[config.mk]
export PLATFORM = sky130hd
export DESIGN_NAME = regfile_onehot8
export DESIGN_NICKNAME = d
export VERILOG_FILES = /design/src/rtl/regfile_onehot8_pkg.sv /design/src/rtl/regfile_scoreboard.sv /design/src/rtl/regfile_onehot8.sv
export SDC_FILE = /design/constraint.sdc
export NUM_CORES = 1
export LEC_CHECK = 0
export BUFFER_PORTS_ARGS = -buffer_cell sky130_fd_sc_hd__buf_2
export CORE_ASPECT_RATIO = 1.1
export CORE_MARGIN = 8
export CORE_UTILIZATION = 67
export CTS_BUF_LIST = sky130_fd_sc_hd__clkbuf_8
export DETAILED_ROUTE_END_ITERATION = 8
export PLACE_DENSITY = 0.94
export SYNTH_ARGS = -nofsm -noshare
export SYNTH_HDL_FRONTEND = slang
export SYNTH_SLANG_ARGS = --single-unit
[constraint.sdc]
create_clock -name clk -period 5.6 [get_ports clk]
set_input_delay 0.28 -clock clk [delete_from_list [all_inputs] [get_ports clk]]
set_output_delay 0.28 -clock clk [all_outputs]
set_load 0.01 [all_outputs]
[src/rtl/regfile_onehot8_pkg.sv]
// Shared sizes and the one-hot legality check for the register file.
// Also used by the write-select decoder's assertions.
package regfile_onehot8_pkg;

  localparam int NREG       = 8;
  localparam int ADDR_W     = 3;
  localparam int DATA_W_DFLT = 32;

  function automatic logic onehot_legal(input logic [NREG-1:0] sel);
    return $countones(sel) == 1;
  endfunction

endpackage

[src/rtl/regfile_scoreboard.sv]
// Busy-bit scoreboard: tracks registers with a pending writeback.
// Issue (set) beats writeback (clear) when both hit one index.
module regfile_scoreboard
  import regfile_onehot8_pkg::*;
#(
  parameter bit ZERO_REG = 1'b1
) (
  input  logic              clk,
  input  logic              rst_n,
  input  logic              i_set_en,
  input  logic [ADDR_W-1:0] i_set_idx,
  input  logic [NREG-1:0]   i_clr,
  input  logic [ADDR_W-1:0] i_addr_a,
  input  logic [ADDR_W-1:0] i_addr_b,
  output logic              o_busy_a,
  output logic              o_busy_b
);

  logic [NREG-1:0] r_busy;
  logic [NREG-1:0] w_set;
  logic [NREG-1:0] w_busy_nxt;

  always_comb begin
    w_set = '0;
    if (i_set_en) w_set[i_set_idx] = 1'b1;
    w_busy_nxt = (r_busy & ~i_clr) | w_set;
    if (ZERO_REG) w_busy_nxt[0] = 1'b0;
  end

  always_ff @(posedge clk or negedge rst_n) begin
    if (!rst_n) r_busy <= '0;
    else        r_busy <= w_busy_nxt;
  end

  // A writeback landing this cycle releases the operand at once
  assign o_busy_a = r_busy[i_addr_a] & ~i_clr[i_addr_a];
  assign o_busy_b = r_busy[i_addr_b] & ~i_clr[i_addr_b];

endmodule

[src/rtl/regfile_onehot8.sv]
// 8-entry register file with one-hot write port, bypassed reads,
// busy scoreboard and a sticky error for malformed write selects.
module regfile_onehot8
  import regfile_onehot8_pkg::*;
#(
  parameter int DATA_W   = DATA_W_DFLT,
  parameter bit ZERO_REG = 1'b1
) (
  input  logic              clk,
  input  logic              rst_n,
  input  logic              wr_en,
  input  logic [NREG-1:0]   wr_sel,
  input  logic [DATA_W-1:0] wr_data,
  input  logic              iss_en,
  input  logic [ADDR_W-1:0] iss_dst,
  input  logic [ADDR_W-1:0] rd_addr_a,
  input  logic [ADDR_W-1:0] rd_addr_b,
  output logic [DATA_W-1:0] rd_data_a,
  output logic [DATA_W-1:0] rd_data_b,
  output logic              busy_a,
  output logic              busy_b,
  output logic              err_onehot
);

  logic [DATA_W-1:0] r_regs [NREG];
  logic              r_err;
  logic              w_legal;
  logic [NREG-1:0]   w_wmask;
  logic              w_zero_a;
  logic              w_zero_b;

  assign w_legal = wr_en & onehot_legal(wr_sel);
  assign w_wmask = w_legal ? wr_sel : '0;

  always_ff @(posedge clk or negedge rst_n) begin
    if (!rst_n) begin
      for (int i = 0; i < NREG; i++) r_regs[i] <= '0;
    end else begin
      for (int i = 0; i < NREG; i++)
        if (w_wmask[i] && !(ZERO_REG && i == 0))
          r_regs[i] <= wr_data;
    end
  end

  always_ff @(posedge clk or negedge rst_n) begin
    if (!rst_n)                             r_err <= 1'b0;
    else if (wr_en && !onehot_legal(wr_sel)) r_err <= 1'b1;
  end

  // Reset blanks reads even if a write is presented on the port
  assign w_zero_a = !rst_n || (ZERO_REG && rd_addr_a == '0);
  assign w_zero_b = !rst_n || (ZERO_REG && rd_addr_b == '0);

  assign rd_data_a = w_zero_a ? '0 :
                     w_wmask[rd_addr_a] ? wr_data : r_regs[rd_addr_a];
  assign rd_data_b = w_zero_b ? '0 :
                     w_wmask[rd_addr_b] ? wr_data : r_regs[rd_addr_b];

  assign err_onehot = r_err;

  regfile_scoreboard #(
    .ZERO_REG (ZERO_REG)
  ) u_sb (
    .clk       (clk),
    .rst_n     (rst_n),
    .i_set_en  (iss_en),
    .i_set_idx (iss_dst),
    .i_clr     (w_wmask),
    .i_addr_a  (rd_addr_a),
    .i_addr_b  (rd_addr_b),
    .o_busy_a  (busy_a),
    .o_busy_b  (busy_b)
  );

endmodule

==> impl_metrics.json, run 1 <==
{
  "status": "complete, no violations",
  "gp_congestion": 0.8446,
  "cts_root_buffer": "clkbuf_8",
  "hold_path_class": "input pin to flip-flop",
  "syn_nets": 1167,
  "clkTransAtPathRegs_ps": 60,
  "crit_path_max_incr_delay_ps": 530,
  "drtAntennaViolNets": 0,
  "grt_first_pass_wirelength_um": 62080,
  "hold_viol_final": 0,
  "post_cts_resized": 0,
  "cp_max_fo": 15,
  "fmax_mhz": 212.7,
  "core_area_mm2": 0.02058,
  "fin_setup_tns_ps": 0,
  "grt_max_degree": 108,
  "tightestPinTransition_ps": 1325,
  "drc": 0,
  "finalNetCount": 1225,
  "final_cells": 1449,
  "vias": 10500,
  "synth_seq_cells": 232,
  "dpl-instance-area_mm2": 0.01457,
  "worst_slack_ps": 897.5,
  "antenna_found_initial": 0,
  "diodes": 0,
  "post-route-period-util": 0.8397,
  "drtIter0Drc": 1021,
  "yosysSeqAreaShare": 0.4137,
  "gr-usage-all-layers": 0.3053,
  "dp_cells": 1379,
  "setup_viol": 0,
  "die_w_um": 154.0,
  "wire_per_inst_um": 27.23,
  "endpoint_kind": "primary output",
  "ir_worst_vdd_mv": 0.2948,
  "place_ws_ps": 729.0,
  "arrival_ps": 4420,
  "area_delta_synth_final_pct": 9.620,
  "skew_ps": 0,
  "slew-limit-headroom": 0.1169,
  "cp_common_cell": "fa_1",
  "dp_hpwl_um": 22880,
  "slowest_stage": "fa_1",
  "required_ps": 5320,
  "p_leak_nw": 6.709,
  "cts_tree": "yes",
  "cp_top_family": "adder cells",
  "dr.pass1.iters": 6,
  "dieArea_mm2": 0.02584,
  "cts_buffer_depth": 3,
  "final.min_clock_period_ps": 4702,
  "cts-htree-levels": 2,
  "cp-start-kind": "input pin",
  "fp.dieH_um": 167.8,
  "p_per_area_mw_per_mm2": 471.9,
  "initial_core_util": 0.6820,
  "vias_per_cell": 7.244,
  "fin_area_mm2": 0.01538,
  "synthCells": 1107,
  "path_cells": "buf_2 -> inv_1 -> fa_1 -> fa_1 -> fa_1 -> inv_1 -> ha_1 -> inv_1 -> fa_1 -> a211oi_1 -> mux2i_1 -> nor3_4 -> buf_4 -> mux2i_1 -> buf_2",
  "finalMaxSlewViolations": 0,
  "cap_violations": 0,
  "rsz0062_at_grt": "no",
  "synthDistinctLibCells": 32,
  "netlist_area_mm2": 0.01403,
  "crit_buf_inv": 6,
  "rows": 55,
  "yosysWarningCount": 32,
  "insertion_delay_ps": 550,
  "cts_buffers": 38,
  "cts.sinks": 232,
  "grt_pass1_vias": 11060,
  "overflow": 0,
  "drive_gt1_frac": 0.4174,
  "critPathKind": "input pin to primary output",
  "ios": 120,
  "syn_area_per_cell_um2": 12.68,
  "numPortBuffers": 119,
  "wirelength_um": 39450
}
-- flip-flops by register name, summed over array words and instances, names as in the netlist --
| register | count |
|---|---|
| u_sb.r_busy | 7 |
| err_onehot | 1 |
| r_regs | 224 |
-- cells in the mapped netlist --
cell type  instances  share of area
and2b_1            1        0.00054
nand2_1           69          0.018
o31a_1             2         0.0012
a32o_1             3         0.0021
inv_1             15         0.0040
buf_6              6         0.0048
buf_1             40          0.011
a221o_1           62          0.044
buf_4              6         0.0032
o2bb2ai_1          3         0.0019
ha_1               3         0.0027
dfrtp_1          232           0.41
mux2_2           212           0.17
a21o_1             2         0.0011
mux2i_4            2         0.0032
buf_2             41          0.015
nor2b_1            2        0.00089
mux2_1            75          0.060
mux2i_1           71          0.051
nand3_1           64          0.023
o211ai_1           2         0.0011
nand2b_1          64          0.029
nor3_1             1        0.00036
a21oi_1            6         0.0021
and3_1             1        0.00045
a211oi_1           2         0.0011
fa_1               4         0.0057
clkbuf_1          35         0.0094
nand3_2            7         0.0050
nor3_4             2         0.0023
nor2_1             2        0.00054
mux4_2            70           0.11
-- stage by stage --
step / util / hold slack, ps / total power, mW
after global placement: 0.7083 / 397.5 / 5.380
after detailed placement: 0.7083 / 399.3 / 5.599
final: 0.7476 / 65.56 / 7.259
after global routing: 0.7476 / 47.29 / 7.572
after CTS: 0.7476 / 33.85 / 7.216
after floorplan: - / -15.59 / 4.871
-- tightest hold or removal path, cell delays in order --
cell       delay [ps]
buf_2             140
nand2_1            70
o2bb2ai_1          80
-- routing by layer --
metal	vias up	track usage	routed length [µm]
met5	-	0	0
met3	169	0.06274	3373
li1	4243	-	-
met2	734	0.5179	20090
met4	0	0.1586	1898
met1	5351	0.3635	14100
-- logic make-up (layout without fill, tap and decap cells) --
family / Yosys count / after routing / synth area share
mux: 430 / 430 / 0.3965
fa+ha+maj: 7 / 7 / 0.008381
flops: 232 / 232 / 0.4137
simple gates: 213 / 213 / 0.07989
buf+inv: 143 / 229 / 0.04672
compound gates: 82 / 82 / 0.05483
-- what timing repair did --
item	CTS	global route
setup buffers	0	0
hold endpoints to repair	105	0
hold buffers	2	0
-- power breakdown --
part | switching (mW) | internal (mW)
combinational | 0.995 | 1.52
sequential | 0.704 | 2.50
clock | 0.707 | 0.835
total | 2.41 | 4.85
-- final cells by class --
cell class	count	area, µm²
inverter	15	56.30
clock inverter	19	115.1
tap	256	320.3
multi-input combinational	732	7579
timing repair buffer	146	833.3
sequential	232	5806
clock buffer	49	674.4
fill	1164	5192
-- layout by cell type (no fill, tap or decap), types with 2 or more instances in the layout --
master and count:
dfrtp_1 232, mux2_2 212, buf_2 115, mux2_1 75
mux2i_1 71, mux4_2 70, nand2_1 69, nand2b_1 64
nand3_1 64, a221o_1 62, clkbuf_8 49, buf_4 27
inv_1 26, nand3_2 7, a21oi_1 6, fa_1 4
clkinv_2 4, a32o_1 3, o2bb2ai_1 3, ha_1 3
o31a_2 2, o211ai_1 2, a211oi_1 2, mux2i_4 2
nor3_4 2, a21o_1 2, nor2_1 2, clkinvlp_4 2
dlygate4sd3_1 2
-- path summary, 6_finish.rpt --
path	end	depth (start not counted)	slack (ps)	start
max	rd_data_a[22]	15	900	wr_sel[1]
min	u_sb.r_busy[5]	3	70	iss_dst[2]
max reg2reg	r_regs[176]	1	4720	r_regs[176]
min reg2reg	err_onehot	1	460	err_onehot
max in group asynchronous	r_regs[117]	4	2980	rst_n
min in group asynchronous	r_regs[68]	2	370	rst_n
(Power assumes the default switching activity.)
==> inputs of run 2 (changes only) <==
--- a/config.mk
+++ b/config.mk
@@ -8,10 +8,10 @@
 export BUFFER_PORTS_ARGS = -buffer_cell sky130_fd_sc_hd__buf_2
 export CORE_ASPECT_RATIO = 1.1
 export CORE_MARGIN = 8
-export CORE_UTILIZATION = 67
+export CORE_UTILIZATION = 63
 export CTS_BUF_LIST = sky130_fd_sc_hd__clkbuf_8
 export DETAILED_ROUTE_END_ITERATION = 8
-export PLACE_DENSITY = 0.94
+export PLACE_DENSITY = 0.9
 export SYNTH_ARGS = -nofsm -noshare
 export SYNTH_HDL_FRONTEND = slang
 export SYNTH_SLANG_ARGS = --single-unit
==> constraint.sdc (replaced) <==
create_clock -name clk -period 4.6 [get_ports clk]
set_input_delay 0.23 -clock clk [delete_from_list [all_inputs] [get_ports clk]]
set_output_delay 0.23 -clock clk [all_outputs]
set_load 0.01 [all_outputs]
==> run 2 against run 1 <==
Sequential power is 20% higher. First-iteration DRC count down 3.4%. Core utilization shrank 3.9 points. Critical path depth stayed put. Die area up 5.7%. Sequential cell count unchanged. Setup slack got worse by 660 ps. Critical path type unchanged. Critical endpoint is now rd_data_b[6]. Largest cell class unchanged. Highest routed layer unchanged.
==> impl_metrics.json, run 2 (synthesis gave the netlist of run 1 again) <==
{
  "cp_max_fo": 18,
  "grt_first_pass_wirelength_um": 59300,
  "cts_tree": "yes",
  "cts-htree-levels": 2,
  "final_cell_mix": "232 x dfrtp_1, 212 x mux2_2, 115 x buf_2, 75 x mux2_1",
  "dr.pass1.iters": 6,
  "cp_top_family": "adder cells",
  "path_cells": "buf_2 -> inv_1 -> fa_1 -> fa_1 -> fa_1 -> inv_1 -> ha_1 -> inv_1 -> fa_1 -> a211oi_2 -> mux2i_2 -> nor3_4 -> buf_6 -> mux2i_1 -> buf_2",
  "setup_viol": 0,
  "grt_pass1_vias": 10760,
  "gp_congestion": 0.8237,
  "critPathKind": "input pin to primary output",
  "fp.dieH_um": 172.5,
  "skew_ps": 0,
  "slowest_stage": "fa_1",
  "wire_per_inst_um": 25.36,
  "fin_setup_tns_ps": 0,
  "insertion_delay_ps": 540,
  "arrival_ps": 4140,
  "power_mw": 8.736,
  "hold_path_class": "input pin to flip-flop",
  "core_area_mm2": 0.02197,
  "drtIter0Drc": 986,
  "cap_violations": 0,
  "mostFrequentLayoutCell": "dfrtp_1",
  "fmax_mhz": 229.1,
  "final.min_clock_period_ps": 4365,
  "grt_max_degree": 72,
  "largest-register": "r_regs",
  "tightestPinTransition_ps": 952.5,
  "cts_buffer_depth": 3,
  "die_w_um": 158.3,
  "hold_viol_final": 0,
  "drive_gt1_frac": 0.4174,
  "crit_buf_inv": 6,
  "antenna_found_initial": 0,
  "p_leak_nw": 6.773,
  "area_delta_synth_final_pct": 10.85,
  "drtAntennaViolNets": 0,
  "overflow": 0,
  "diodes": 0,
  "drc": 0,
  "ios": 120,
  "clkTransAtPathRegs_ps": 60,
  "largest_register_ffs": 224,
  "post-route-period-util": 0.9490,
  "wirelength_um": 37870,
  "vias_per_cell": 6.820,
  "dp_hpwl_um": 21870,
  "endpoint_kind": "primary output",
  "rows": 57,
  "finalMaxSlewViolations": 0,
  "crit_path_max_incr_delay_ps": 520,
  "finalNetCount": 1233,
  "cts.sinks": 232,
  "gr-usage-all-layers": 0.2765,
  "status": "complete, no violations",
  "cts_buffers": 38,
  "vias": 10180,
  "required_ps": 4370,
  "ir_worst_vdd_mv": 0.2400,
  "p_per_area_mw_per_mm2": 561.6,
  "cp-start-kind": "input pin",
  "cts_root_buffer": "clkbuf_8",
  "initial_core_util": 0.6389,
  "numPortBuffers": 119,
  "cp_common_cell": "fa_1",
  "slew-limit-headroom": 0.3650,
  "dieArea_mm2": 0.02731
}
-- run 2: report_power, final --
part	internal (mW)	leakage (nW)	switching, mW	total (mW)
Clock	1.03	0.449	0.826	1.85
Combinational	1.87	3.50	1.17	3.04
Sequential	3.04	2.82	0.798	3.84
-- run 2: final timing paths --
path,from,endpoint,slack [ps],cells after the start
min in group asynchronous,rst_n,u_sb.r_busy[2],180,2
max in group asynchronous,rst_n,r_regs[198],2510,4
max,wr_sel[1],rd_data_b[6],230,15
min reg2reg,err_onehot,err_onehot,490,1
min,wr_data[26],r_regs[154],30,2
max reg2reg,r_regs[65],r_regs[65],3740,1
-- run 2: cell type report --
cell class	instances	area, µm²
fillers	1481	6410
clock buffers	47	646.9
flip-flops and latches	232	5806
clock inverters	18	122.6
well taps	295	369.1
multi-input cells	732	7587
inverters	15	56.30
repair buffers	154	968.4
-- run 2: metrics by stage --
stage | cells | cell area (µm²) | utilization | worst slack (ps) | hold WS, ps
2_1_floorplan | 1107 | 14030 | - | 692.6 | -65.59
3_3_place_gp | 1424 | 14730 | 0.6706 | 286.3 | 158.3
3_5_place_dp | 1424 | 14730 | 0.6706 | 75.51 | 155.9
4_1_cts | 1493 | 15540 | 0.7075 | 44.21 | 3.241
5_1_grt | 1493 | 15560 | 0.7082 | -26.59 | 36.21
6_report | 1493 | 15560 | 0.7082 | 234.7 | 34.04
-- run 2: what timing repair did --
item                                    4_1_cts  5_1_grt
buffers inserted                              0        0
resized for setup                             0        4
endpoints found under the setup margin        0       27
hold buffers                                  4        0
hold endpoints to repair                     47        0
-- run 2: routing by layer --
layer	global-route usage	part of all wire	wire (µm)
met5	0	0	0
met4	0.1475	0.041	1535
met3	0.05112	0.087	3277
met2	0.4615	0.50	19100
met1	0.3329	0.37	13950
==> inputs of run 3 (changes only) <==
--- a/config.mk
+++ b/config.mk
@@ -6,12 +6,12 @@
 export NUM_CORES = 1
 export LEC_CHECK = 0
 export BUFFER_PORTS_ARGS = -buffer_cell sky130_fd_sc_hd__buf_2
-export CORE_ASPECT_RATIO = 1.1
+export CORE_ASPECT_RATIO = 0.5
 export CORE_MARGIN = 8
-export CORE_UTILIZATION = 63
+export CORE_UTILIZATION = 36
 export CTS_BUF_LIST = sky130_fd_sc_hd__clkbuf_8
 export DETAILED_ROUTE_END_ITERATION = 8
-export PLACE_DENSITY = 0.9
+export PLACE_DENSITY = 0.59
 export SYNTH_ARGS = -nofsm -noshare
 export SYNTH_HDL_FRONTEND = slang
 export SYNTH_SLANG_ARGS = --single-unit
==> run 3 against run 2 <==
Routed wire length is 6.5% higher. Design area is 2.7% higher. Setup slack better by 13 ps. Count of clock-buffer cells in the layout is 4 higher. Critical endpoint is now rd_data_a[8].
==> impl_metrics.json, run 3 (synthesis gave the netlist of run 1 again) <==
{
  "mostFrequentLayoutCell": "dfrtp_1",
  "cp_common_cell": "fa_1",
  "cts.sinks": 232,
  "setup_viol": 0,
  "drtIter0Drc": 568,
  "initial_core_util": 0.3629,
  "drtAntennaViolNets": 0,
  "post-route-period-util": 0.9462,
  "cts-htree-levels": 2,
  "p_per_area_mw_per_mm2": 541.4,
  "cts_buffer_depth": 3,
  "finalMaxSlewViolations": 0,
  "vias": 9873,
  "wirelength_um": 40350,
  "cts_tree": "yes",
  "dr.pass1.iters": 5,
  "skew_ps": 0,
  "wire_per_inst_um": 23.11,
  "fp.dieH_um": 155.6,
  "finalNetCount": 1247,
  "core_area_mm2": 0.03867,
  "hold_path_class": "input pin to flip-flop",
  "power.internal_mw": 5.907,
  "ios": 120,
  "insertion_delay_ps": 550,
  "cts_buffers": 39,
  "overflow": 0,
  "critPathKind": "input pin to primary output",
  "p_leak_nw": 6.826,
  "post_cts_resized": 0,
  "arrival_ps": 4120,
  "switching_share": 0.3171,
  "ir_worst_vdd_mv": 0.1951,
  "switching_power_mw": 2.743,
  "grt_pass1_vias": 10860,
  "final_cell_mix": "232 x dfrtp_1, 212 x mux2_2, 116 x buf_2, 75 x mux2_1, 71 x mux2i_1",
  "vias_per_cell": 5.655,
  "dp_hpwl_um": 24150,
  "post_cts_buffers": 0,
  "grt_max_degree": 73,
  "drive_gt1_frac": 0.4161,
  "gp_congestion": 0.8190,
  "slowest_stage": "fa_1",
  "endpoint_kind": "primary output",
  "slew-limit-headroom": 0.3164,
  "fin_area_mm2": 0.01598,
  "antenna_found_initial": 1,
  "rows": 51,
  "largest_register_ffs": 224,
  "final.min_clock_period_ps": 4353,
  "rsz0062_at_grt": "no",
  "clkTransAtPathRegs_ps": 70,
  "required_ps": 4370,
  "dpl-instance-area_mm2": 0.01502,
  "die_w_um": 295.2,
  "cp_max_fo": 20,
  "cap_violations": 0,
  "status": "complete, no violations",
  "fmax_mhz": 229.7,
  "drc": 0,
  "area_delta_synth_final_pct": 13.86,
  "diodes": 0,
  "clkPwrFrac": 0.216,
  "grt_first_pass_wirelength_um": 63470,
  "seq_power_share": 0.436,
  "tightestPinTransition_ps": 1025,
  "fin_setup_tns_ps": 0,
  "gr-usage-all-layers": 0.1758,
  "crit_path_max_incr_delay_ps": 510,
  "cp-start-kind": "input pin",
  "p_comb_frac": 0.348,
  "cts_root_buffer": "clkbuf_8",
  "largest-register": "r_regs",
  "path_cells": "buf_2 -> inv_1 -> fa_1 -> fa_1 -> fa_1 -> inv_1 -> ha_1 -> inv_1 -> fa_1 -> a211oi_1 -> mux2i_1 -> nor3_4 -> buf_12 -> mux2i_1 -> buf_2",
  "numPortBuffers": 119,
  "hold_viol_final": 0,
  "dieArea_mm2": 0.04594
}
run 3: cell types whose count changed in the layout (fill, tap and decap cells not counted), sizes merged:
cell / before / now
bufinv: 2 / 0
clkbuf: 47 / 51
clkinv: 2 / 7
clkinvlp: 0 / 1
dlygate4sd3: 4 / 17
inv: 29 / 26
run 3: final timing paths:
check,start,to,slack (ps),cells after the start
setup / recovery,wr_sel[1],rd_data_a[8],250,15
hold / removal,wr_data[4],r_regs[196],30,2
setup reg to reg,u_sb.r_busy[5],u_sb.r_busy[5],3390,2
hold reg to reg,err_onehot,err_onehot,490,1
max in group asynchronous,rst_n,r_regs[9],2520,4
min in group asynchronous,rst_n,r_regs[61],170,2
run 3: critical path, delay by kind of cell:
family                     cells  cell delay (ps)
and+or+nand+nor                1              290
adders and majority gates      5             2000
AOI/OAI and AO/OA              1              290
muxes                          2              550
buffers and inverters          6              720
run 3: power by group through the flow:
stage               clock network (mW)  logic (mW)  registers [mW]
global route                      2.01        3.27            3.90
detailed placement                   0        3.01            3.77
floorplan                            0        2.41            3.52
global placement                     0        2.93            3.70
CTS                               1.92        3.04            3.74
finish                            1.87        3.01            3.77
run 3: timing repair:
| action | in CTS | in global routing |
|---|---|---|
| setup endpoints to repair | 0 | 0 |
| endpoints found under the hold margin | 71 | 0 |
| hold buffers | 17 | 0 |
run 3: layout make-up:
| class | instances | area (µm²) |
|---|---|---|
| Multi-Input combinational cell | 732 | 7579 |
| Tap cell | 530 | 663.1 |
| Inverter | 15 | 56.30 |
| Clock buffer | 51 | 701.9 |
| Clock inverter | 19 | 83.83 |
| Sequential cell | 232 | 5806 |
| Fill cell | 3603 | 22690 |
| Timing Repair Buffer | 167 | 1089 |
run 3: per-stage QoR:
step	total power, mW	setup WS (ps)	util	hold slack (ps)	std cells
CTS	8.705	177.4	0.4132	1.363	1746
floorplan	5.929	692.6	-	-65.59	1107
global placement	6.626	221.3	0.3885	158.2	1659
finish	8.650	247.4	0.4132	29.93	1746
detailed placement	6.785	194.6	0.3885	162.5	1659
global route	9.173	22.67	0.4132	23.61	1746
run 3: per-layer routing:
metal / track usage / up-vias / part of all wire
met4: 0.07854 / 2 / 0.036
met3: 0.03097 / 102 / 0.046
met1: 0.2149 / 5214 / 0.42
met2: 0.3033 / 273 / 0.50
li1: - / 4282 / -
met5: 0 / - / 0.00030
